==> src/rtl/opb_simple_master.sv <==
// Single-beat OPB bus master: arbitrates, runs one transfer, and handles retry, errAck and timeout.
// Define OPB_SIMPLE_MASTER_BUSLOCK_EN to keep M_busLock asserted across retries.
module opb_simple_master #(
    parameter int C_TOUT_CYCLES = 16,
    parameter int C_MAX_RETRY   = 8
) (
    input  logic        OPB_Clk,
    input  logic        OPB_Rst,
    input  logic        req_valid,
    output logic        req_ready,
    input  logic        req_rnw,
    input  logic [31:0] req_addr,
    input  logic [31:0] req_wdata,
    input  logic [3:0]  req_be,
    output logic        rsp_valid,
    output logic [31:0] rsp_rdata,
    output logic        rsp_err,
    output logic        M_request,
    input  logic        OPB_MGrant,
    output logic        M_select,
    output logic        M_RNW,
    output logic [0:31] M_ABus,
    output logic [0:3]  M_BE,
    output logic [0:31] M_DBus,
    output logic        M_busLock,
    output logic        M_seqAddr,
    input  logic [0:31] OPB_DBus,
    input  logic        OPB_xferAck,
    input  logic        OPB_errAck,
    input  logic        OPB_retry,
    input  logic        OPB_toutSup,
    input  logic        OPB_timeout
);

    localparam logic [2:0] S_IDLE    = 3'd0;
    localparam logic [2:0] S_REQ     = 3'd1;
    localparam logic [2:0] S_XFER    = 3'd2;
    localparam logic [2:0] S_BACKOFF = 3'd3;
    localparam logic [2:0] S_RESP    = 3'd4;

    localparam logic [7:0] L_TOUT_LAST = 8'(C_TOUT_CYCLES - 1);
    localparam logic [7:0] L_MAX_RETRY = 8'(C_MAX_RETRY);

    logic [2:0]  r_state;
    logic        r_rnw;
    logic [31:0] r_addr;
    logic [31:0] r_wdata;
    logic [3:0]  r_be;
    logic [7:0]  r_retry_cnt;
    logic [7:0]  r_tout_cnt;

    logic        r_req_ready;
    logic        r_rsp_valid;
    logic [31:0] r_rsp_rdata;
    logic        r_rsp_err;
    logic        r_m_request;
    logic        r_m_select;
    logic        r_m_rnw;
    logic [0:31] r_m_abus;
    logic [0:3]  r_m_be;
    logic [0:31] r_m_dbus;
    logic        r_bus_lock;

    logic [2:0]  w_next_state;
    logic        w_rsp_err;
    logic        w_capture;
    logic        w_retry_inc;
    logic        w_tout_hit;
    logic        w_sel_next;

    // The counter hits its limit in the cycle it would step to C_TOUT_CYCLES.
    assign w_tout_hit = !OPB_toutSup && (r_tout_cnt == L_TOUT_LAST);
    assign w_sel_next = (w_next_state == S_XFER);

    // Next-state and completion decode; XFER exits follow ack > errAck > retry > timeout.
    always_comb begin
        w_next_state = r_state;
        w_rsp_err    = 1'b0;
        w_capture    = 1'b0;
        w_retry_inc  = 1'b0;
        case (r_state)
            S_IDLE:    w_next_state = req_valid ? S_REQ : S_IDLE;
            S_REQ:     w_next_state = OPB_MGrant ? S_XFER : S_REQ;
            S_XFER: begin
                if (OPB_xferAck) begin
                    w_next_state = S_RESP;
                    w_rsp_err    = OPB_errAck;
                    w_capture    = r_rnw & ~OPB_errAck;
                end else if (OPB_errAck) begin
                    w_next_state = S_RESP;
                    w_rsp_err    = 1'b1;
                end else if (OPB_retry) begin
                    if (r_retry_cnt == L_MAX_RETRY) begin
                        w_next_state = S_RESP;
                        w_rsp_err    = 1'b1;
                    end else begin
                        w_next_state = S_BACKOFF;
                        w_retry_inc  = 1'b1;
                    end
                end else if (OPB_timeout || w_tout_hit) begin
                    w_next_state = S_RESP;
                    w_rsp_err    = 1'b1;
                end else begin
                    w_next_state = S_XFER;
                end
            end
            S_BACKOFF: w_next_state = S_REQ;
            S_RESP:    w_next_state = S_IDLE;
            default:   w_next_state = S_IDLE;
        endcase
    end

    // State, latched request, counters and all bus/response outputs, registered from the next state.
    always_ff @(posedge OPB_Clk) begin
        if (OPB_Rst) begin
            r_state     <= S_IDLE;
            r_rnw       <= 1'b0;
            r_addr      <= 32'd0;
            r_wdata     <= 32'd0;
            r_be        <= 4'd0;
            r_retry_cnt <= 8'd0;
            r_tout_cnt  <= 8'd0;
            r_req_ready <= 1'b1;
            r_rsp_valid <= 1'b0;
            r_rsp_rdata <= 32'd0;
            r_rsp_err   <= 1'b0;
            r_m_request <= 1'b0;
            r_m_select  <= 1'b0;
            r_m_rnw     <= 1'b0;
            r_m_abus    <= 32'd0;
            r_m_be      <= 4'd0;
            r_m_dbus    <= 32'd0;
            r_bus_lock  <= 1'b0;
        end else begin
            r_state <= w_next_state;
            if (r_state == S_IDLE && req_valid) begin
                r_rnw   <= req_rnw;
                r_addr  <= req_addr;
                r_wdata <= req_wdata;
                r_be    <= req_be;
            end
            if (r_state == S_IDLE) begin
                r_retry_cnt <= 8'd0;
            end else if (w_retry_inc) begin
                r_retry_cnt <= r_retry_cnt + 8'd1;
            end
            // Held at zero outside XFER, so every select phase starts a fresh count.
            if (r_state != S_XFER) begin
                r_tout_cnt <= 8'd0;
            end else if (!OPB_toutSup) begin
                r_tout_cnt <= r_tout_cnt + 8'd1;
            end
            r_req_ready <= (w_next_state == S_IDLE);
            r_m_request <= (w_next_state == S_REQ);
            r_m_select  <= w_sel_next;
            r_m_rnw     <= w_sel_next & r_rnw;
            r_m_abus    <= w_sel_next ? r_addr : 32'd0;
            r_m_be      <= w_sel_next ? r_be : 4'd0;
            r_m_dbus    <= (w_sel_next && !r_rnw) ? r_wdata : 32'd0;
            r_rsp_valid <= (w_next_state == S_RESP);
            r_rsp_err   <= w_rsp_err;
            r_rsp_rdata <= w_capture ? OPB_DBus : 32'd0;
`ifdef OPB_SIMPLE_MASTER_BUSLOCK_EN
            r_bus_lock  <= w_sel_next || (w_next_state == S_BACKOFF) ||
                           ((w_next_state == S_REQ) && r_bus_lock);
`else
            r_bus_lock  <= 1'b0;
`endif
        end
    end

    assign req_ready = r_req_ready;
    assign rsp_valid = r_rsp_valid;
    assign rsp_rdata = r_rsp_rdata;
    assign rsp_err   = r_rsp_err;
    assign M_request = r_m_request;
    assign M_select  = r_m_select;
    assign M_RNW     = r_m_rnw;
    assign M_ABus    = r_m_abus;
    assign M_BE      = r_m_be;
    assign M_DBus    = r_m_dbus;
    assign M_busLock = r_bus_lock;
    assign M_seqAddr = 1'b0;

endmodule
==> config.mk <==
export PLATFORM = sky130hd
export DESIGN_NAME = opb_simple_master
export DESIGN_NICKNAME = d
export VERILOG_FILES = /design/src/rtl/opb_simple_master.sv
export SDC_FILE = /design/constraint.sdc
export NUM_CORES = 1
export LEC_CHECK = 0
export ABC_AREA = 0
export ABC_CLOCK_PERIOD_IN_PS = 2550
export CAP_MARGIN = 20
export CORE_MARGIN = 2
export CORE_UTILIZATION = 44
export CTS_CLUSTER_SIZE = 40
export DETAILED_ROUTE_END_ITERATION = 16
export PLACE_DENSITY = 0.75
export SLEW_MARGIN = 20
export SYNTH_ARGS = -nofsm -noshare
export SYNTH_HDL_FRONTEND = slang
export SYNTH_SLANG_ARGS = --single-unit
==> constraint.sdc <==
create_clock -name OPB_Clk -period 2.55 [get_ports OPB_Clk]
set_input_delay 0.255 -clock OPB_Clk [delete_from_list [all_inputs] [get_ports OPB_Clk]]
set_output_delay 0.255 -clock OPB_Clk [all_outputs]
set_load 0.02 [all_outputs]
==> metrics.txt, run 1 <==
Antenna diodes=0; EDFF count, synth=0; R2R cell count=5; Post-synth ARST share=0%; Starting Density=44.6%; max frequency=0.478 GHz; Vias=4804; synth warn=0; GRT Overall Usage=20.6%; pwr dens=679 nW/µm²; critical path fanouts, max=38; final core occ=65.3%; DR DRC count=0; gpl congestion=0.771; GRT overflow=0; Worst-Skew Late Latency=0.43 ns; main combinational cell family by area after synthesis=simple AND/OR/NAND/NOR gates; final worst path period share=82.0%; Clock Sinks=194; ranking of synthesized cells by area=dfxtp_1 (63%), and2_1 (11%), nand2_1 (8.7%), a21oi_1 (6.0%), clkbuf_1 (1.7%); 1st-iter DRT viols=224; Clk pin slew, worst setup/hold paths=0.07 ns; hold_buf cts=0; Least-Margin Pin Slew=0.742 ns; max-cap violations=0; top-area cell type share of the netlist area=63.4%; register bit total from synthesis=194; Die W=122 µm; Setup Crit Path Kind=reg -> reg; row cnt=43; global-route wire length before repair=23.2 mm; worst path required time=2.83 ns; status=finished, final reports clean; cell count after synthesis=633; maximum VDD drop=484 µV; die area=14900 µm²; Die H=122 µm; LEAKAGE=0.00346 µW; Max H-tree Level=4; Min Hold Slack=0.360 ns; Final Power=6080 µW; mux cell area share after synthesis=0.327%; Hold Crit Class=in -> reg; Worst Setup Start Kind=flip-flop; Final Hold Fails=0; CTS max path bufs=2; vias per cell=4.66; hpwl dp=10.5 mm; compound-gate portion of the synthesized area=6.89%; Root Buffer=clkbuf_16; Post-Syn Area=6120 µm²; relative max-transition margin=50.5%; Setup Skew=0.00597 ns; area growth from synthesis to layout=46.3%; DRT antenna net count=0; Synth Area in XOR/XNOR=1.86%; floorplan core area=13700 µm²; register area share after synthesis=63.4%; drt pass-1 iters=4; Max Slew Vio Count=0; unrepaired setup endpoints after global routing=false; CP max-delay cell=nand2_2; initial antenna violation count=0; Worst Hold Depth=3; crit end category=flip-flop; setup violators final=0; Total Nets Final=950; peak per-stage delay on the critical path=0.47 ns; synthesized-area fraction occupied by and/or/nand/nor cells=24.0%; largest net degree at the start of global routing=71; vias in the first global route=4730; Fin Setup TNS=0 ns; drt total wl=15.1 mm; CTS resizes=0; Synth Area per Inst=9.67 µm²; CTS buffer count=17; routed len/inst=14.7 µm; Adder-Cell Fraction of Synth Area=0.613%; Setup Buffers After CTS=0; share of cells above drive strength 1=5.88%; top_reg_cell synth=dfxtp_1; crit path cell chain=nor3_1 -> nand2_2 -> buf_4 -> nand2_1 -> a21oi_1; number of fill cells in the layout=1124; library cells used by synthesis=36; WP data arrival=2.37 ns; Synth area leader=dfxtp_1; Top Ports=218; CTS tree=built; Final Critical Period=2.09 ns; PortBufs=215
critical path: cells and delay by family (launching register included):
family	cells	cell delay, ns
simple gates	3	1.06
buf+inv	1	0.43
compound gates	1	0.08
flops	1	0.35
final timing paths:
check | start | to | slack (ns)
max | r_state[0] | r_addr[23] | 0.46
min | OPB_Rst | r_state[0] | 0.36
min reg2reg | r_wdata[0] | M_DBus[31] | 0.45
max reg2reg | r_state[0] | r_addr[23] | 0.46
routing by layer:
| metal | up-vias | share of wire, % | GRT usage (%) |
|---|---|---|---|
| li1 | 2409 | - | - |
| met1 | 2198 | 39 | 22.4 |
| met2 | 166 | 49 | 35.7 |
| met3 | 31 | 9.0 | 7.87 |
| met4 | 0 | 2.6 | 8.62 |
| met5 | - | 0 | 0 |
cells in the mapped netlist, types with 2 or more instances:
cell type    n
a21oi_1     74
a31oi_1      2
and2_1     104
and3_1       5
buf_2        3
buf_4        2
clkbuf_1    28
clkbuf_2     5
dfxtp_1    194
ha_1         3
inv_1        3
mux2i_1      2
nand2_1    142
nand3_1      2
nand4_1      5
nor2_1      25
nor2b_1      3
nor3_1       2
xnor2_1      5
xor2_1       8
flip-flops by register name (all words and copies together), names as in the netlist, 3 cells and up:
register     flops
r_state          3
r_be             4
r_wdata         32
M_ABus          32
r_tout_cnt       8
r_addr          32
r_retry_cnt      8
M_DBus          32
rsp_rdata       32
M_BE             4
where the power goes:
| part | internal [µW] | total, µW | switching (µW) |
|---|---|---|---|
| clock network | 1340 | 2460 | 1120 |
| logic | 241 | 462 | 221 |
| registers | 3120 | 3160 | 38.0 |
| total | 4700 | 6080 | 1380 |
through the flow:
stage / worst slack [ns] / instance area (µm²) / instances
2_1_floorplan: 0.783 / 6130 / 634
3_3_place_gp: 0.148 / 8410 / 998
3_5_place_dp: 0.0485 / 8410 / 998
4_1_cts: 0.289 / 8950 / 1030
5_1_grt: 0.305 / 8960 / 1030
6_report: 0.460 / 8960 / 1030
logic make-up after synthesis:
group / count (synthesis)
buf+inv: 42
simple gates: 298
fa+ha+maj: 3
other cells: 1
mux: 2
compound gates: 80
xor+xnor: 13
flops: 194
cell usage in the layout (no fill, tap or decap), types with 2 or more instances in the layout:
master / netlist / layout
ha_1: 3 / 3
clkdlybuf4s50_1: 0 / 214
nand3_1: 2 / 2
conb_1: 1 / 2
and2_1: 104 / 103
buf_4: 2 / 8
inv_1: 3 / 3
nor2_1: 25 / 24
clkinv_4: 0 / 2
and3_1: 5 / 5
xor2_1: 8 / 8
nor2b_1: 3 / 3
xnor2_1: 5 / 5
dfxtp_1: 194 / 194
clkinvlp_4: 0 / 4
nand4_1: 5 / 5
a31oi_1: 2 / 2
a21oi_1: 74 / 74
clkbuf_16: 0 / 17
clkinv_2: 0 / 6
mux2i_1: 2 / 2
nand2_1: 142 / 141
area by class of cell:
type	count	area [µm²]	area share, %
tap	180	225	2.51
inverter	3	11.3	0.126
sequential	194	3880	43.4
clock inverter	14	116	1.30
timing repair buffer	223	2210	24.6
multi-input combinational	398	2080	23.3
clock buffer	18	429	4.79
(Power assumes the default switching activity.)
==> run 2, diff against run 1 <==
Settings changed: ABC_CLOCK_PERIOD_IN_PS 2550 to 2100.
Clock period 2.55 ns to 2.1 ns, I/O delays scaled along.
==> metrics.txt, run 2 (synthesis results as in run 1) <==
status=finished, final reports clean; die area=14900 µm²; max-cap violations=0; max frequency=0.522 GHz; Setup Crit Path Kind=reg -> reg; Die W=122 µm; Final Hold Fails=0; vias in the first global route=4779; vias per cell=4.70; CTS max path bufs=2; final core occ=66.2%; Setup Buffers After CTS=0; relative max-transition margin=51.0%; Setup Skew=0.00523 ns; Vias=4865; Least-Margin Pin Slew=0.735 ns; peak per-stage delay on the critical path=0.53 ns; setup violators final=0; largest net degree at the start of global routing=71; CTS tree=built; GRT Overall Usage=20.3%; Final Critical Period=1.92 ns; drt total wl=15.4 mm; final worst path period share=91.3%; PortBufs=215; maximum VDD drop=500 µV; number of fill cells in the layout=1075; LEAKAGE=0.00353 µW; commonest cells after routing, fill and taps aside=clkdlybuf4s50_1 (214), dfxtp_1 (194), nand2_1 (141), and2_1 (103), a21oi_1 (74); crit end category=flip-flop; critical path fanouts, max=32; Clock Sinks=194; WP data arrival=2.23 ns; Starting Density=44.6%; Clk pin slew, worst setup/hold paths=0.06 ns; gpl congestion=0.775; Total Nets Final=955; Worst Setup Start Kind=flip-flop; Max Slew Vio Count=0; design area=9080 µm²; CP max-delay cell=or4_1; initial antenna violation count=0; worst path required time=2.42 ns; CTS buffer count=17; share of cells above drive strength 1=6.32%; Root Buffer=clkbuf_16; most common cell after layout, fill and taps aside=clkdlybuf4s50_1; crit path cell chain=or4_1 -> o21ai_2 -> a2bb2oi_2 -> buf_4 -> nor3_2 -> buf_12 -> and2_1; GRT overflow=0; Layout Cells excl Fill=1036; DP Area=8490 µm²; Die H=122 µm; drt pass-1 iters=6; floorplan core area=13700 µm²; global-route wire length before repair=23.0 mm; DRT antenna net count=0; unrepaired setup endpoints after global routing=false; row cnt=43; Top Ports=218; DR DRC count=0; Worst-Skew Late Latency=0.42 ns; Max H-tree Level=4; hpwl dp=11.0 mm; Hold Crit Class=in -> reg; pwr dens=833 nW/µm²; dpl cells=1003; area growth from synthesis to layout=48.3%; routed len/inst=14.8 µm; 1st-iter DRT viols=238
==> run 2: routing by layer <==
layer / vias up / global-route usage, % / routed length (µm)
li1: 2421 / - / -
met1: 2274 / 20.5 / 5850
met2: 146 / 37.3 / 7920
met3: 24 / 7.12 / 1290
met4: 0 / 9.70 / 328
met5: - / 0 / 0
==> run 2: stage by stage <==
step | hold WS (ns) | TNS [ns] | power [µW] | worst slack, ns
2_1_floorplan | 0.332 | 0 | 4170 | 0.333
3_3_place_gp | 0.434 | -9.25 | 4490 | -0.249
3_5_place_dp | 0.438 | -10.46 | 4510 | -0.299
4_1_cts | 0.280 | 0 | 7650 | 0.173
5_1_grt | 0.321 | 0 | 7830 | 0.0698
6_report | 0.309 | 0 | 7570 | 0.183
==> run 2: critical path, delay by kind of cell, from the launching register on <==
kind	cells	cell delay, ns
buffers and inverters	2	0.33
and+or+nand+nor	3	0.75
AOI/OAI and AO/OA	2	0.39
DFF	1	0.34
==> run 2: path summary, 6_finish.rpt <==
check | slack (ns) | start | cells after the start | endpoint
worst max register to register | 0.18 | r_tout_cnt[4] | 7 | M_DBus[6]
worst max-delay path | 0.18 | r_tout_cnt[4] | 7 | M_DBus[6]
worst min-delay path | 0.31 | OPB_Rst | 3 | r_state[1]
worst min register to register | 0.45 | r_wdata[0] | 2 | r_wdata[0]
==> run 2: timing repair <==
action / 4_1_cts / 5_1_grt
hold buffers: 0 / 0
gates resized for setup: 1 / 0
endpoints found under the hold margin: 0 / 0
setup endpoints to repair: 17 / 0
==> run 2: cell type report <==
cell class | instances | area, µm² | share of cell area [%]
clock buffers | 22 | 474 | 5.22
flip-flops and latches | 194 | 3880 | 42.8
well taps | 180 | 225 | 2.48
clock inverters | 10 | 106 | 1.17
diodes | 1 | 2.50 | 0.0276
multi-input cells | 398 | 2080 | 22.9
inverters | 3 | 11.3 | 0.124
repair buffers | 228 | 2290 | 25.3
==> run 2: where the power goes <==
group | internal (µW) | switching (µW) | total [µW]
Clock | 1840 | 1300 | 3140
Combinational | 315 | 275 | 589
Sequential | 3790 | 46.8 | 3840
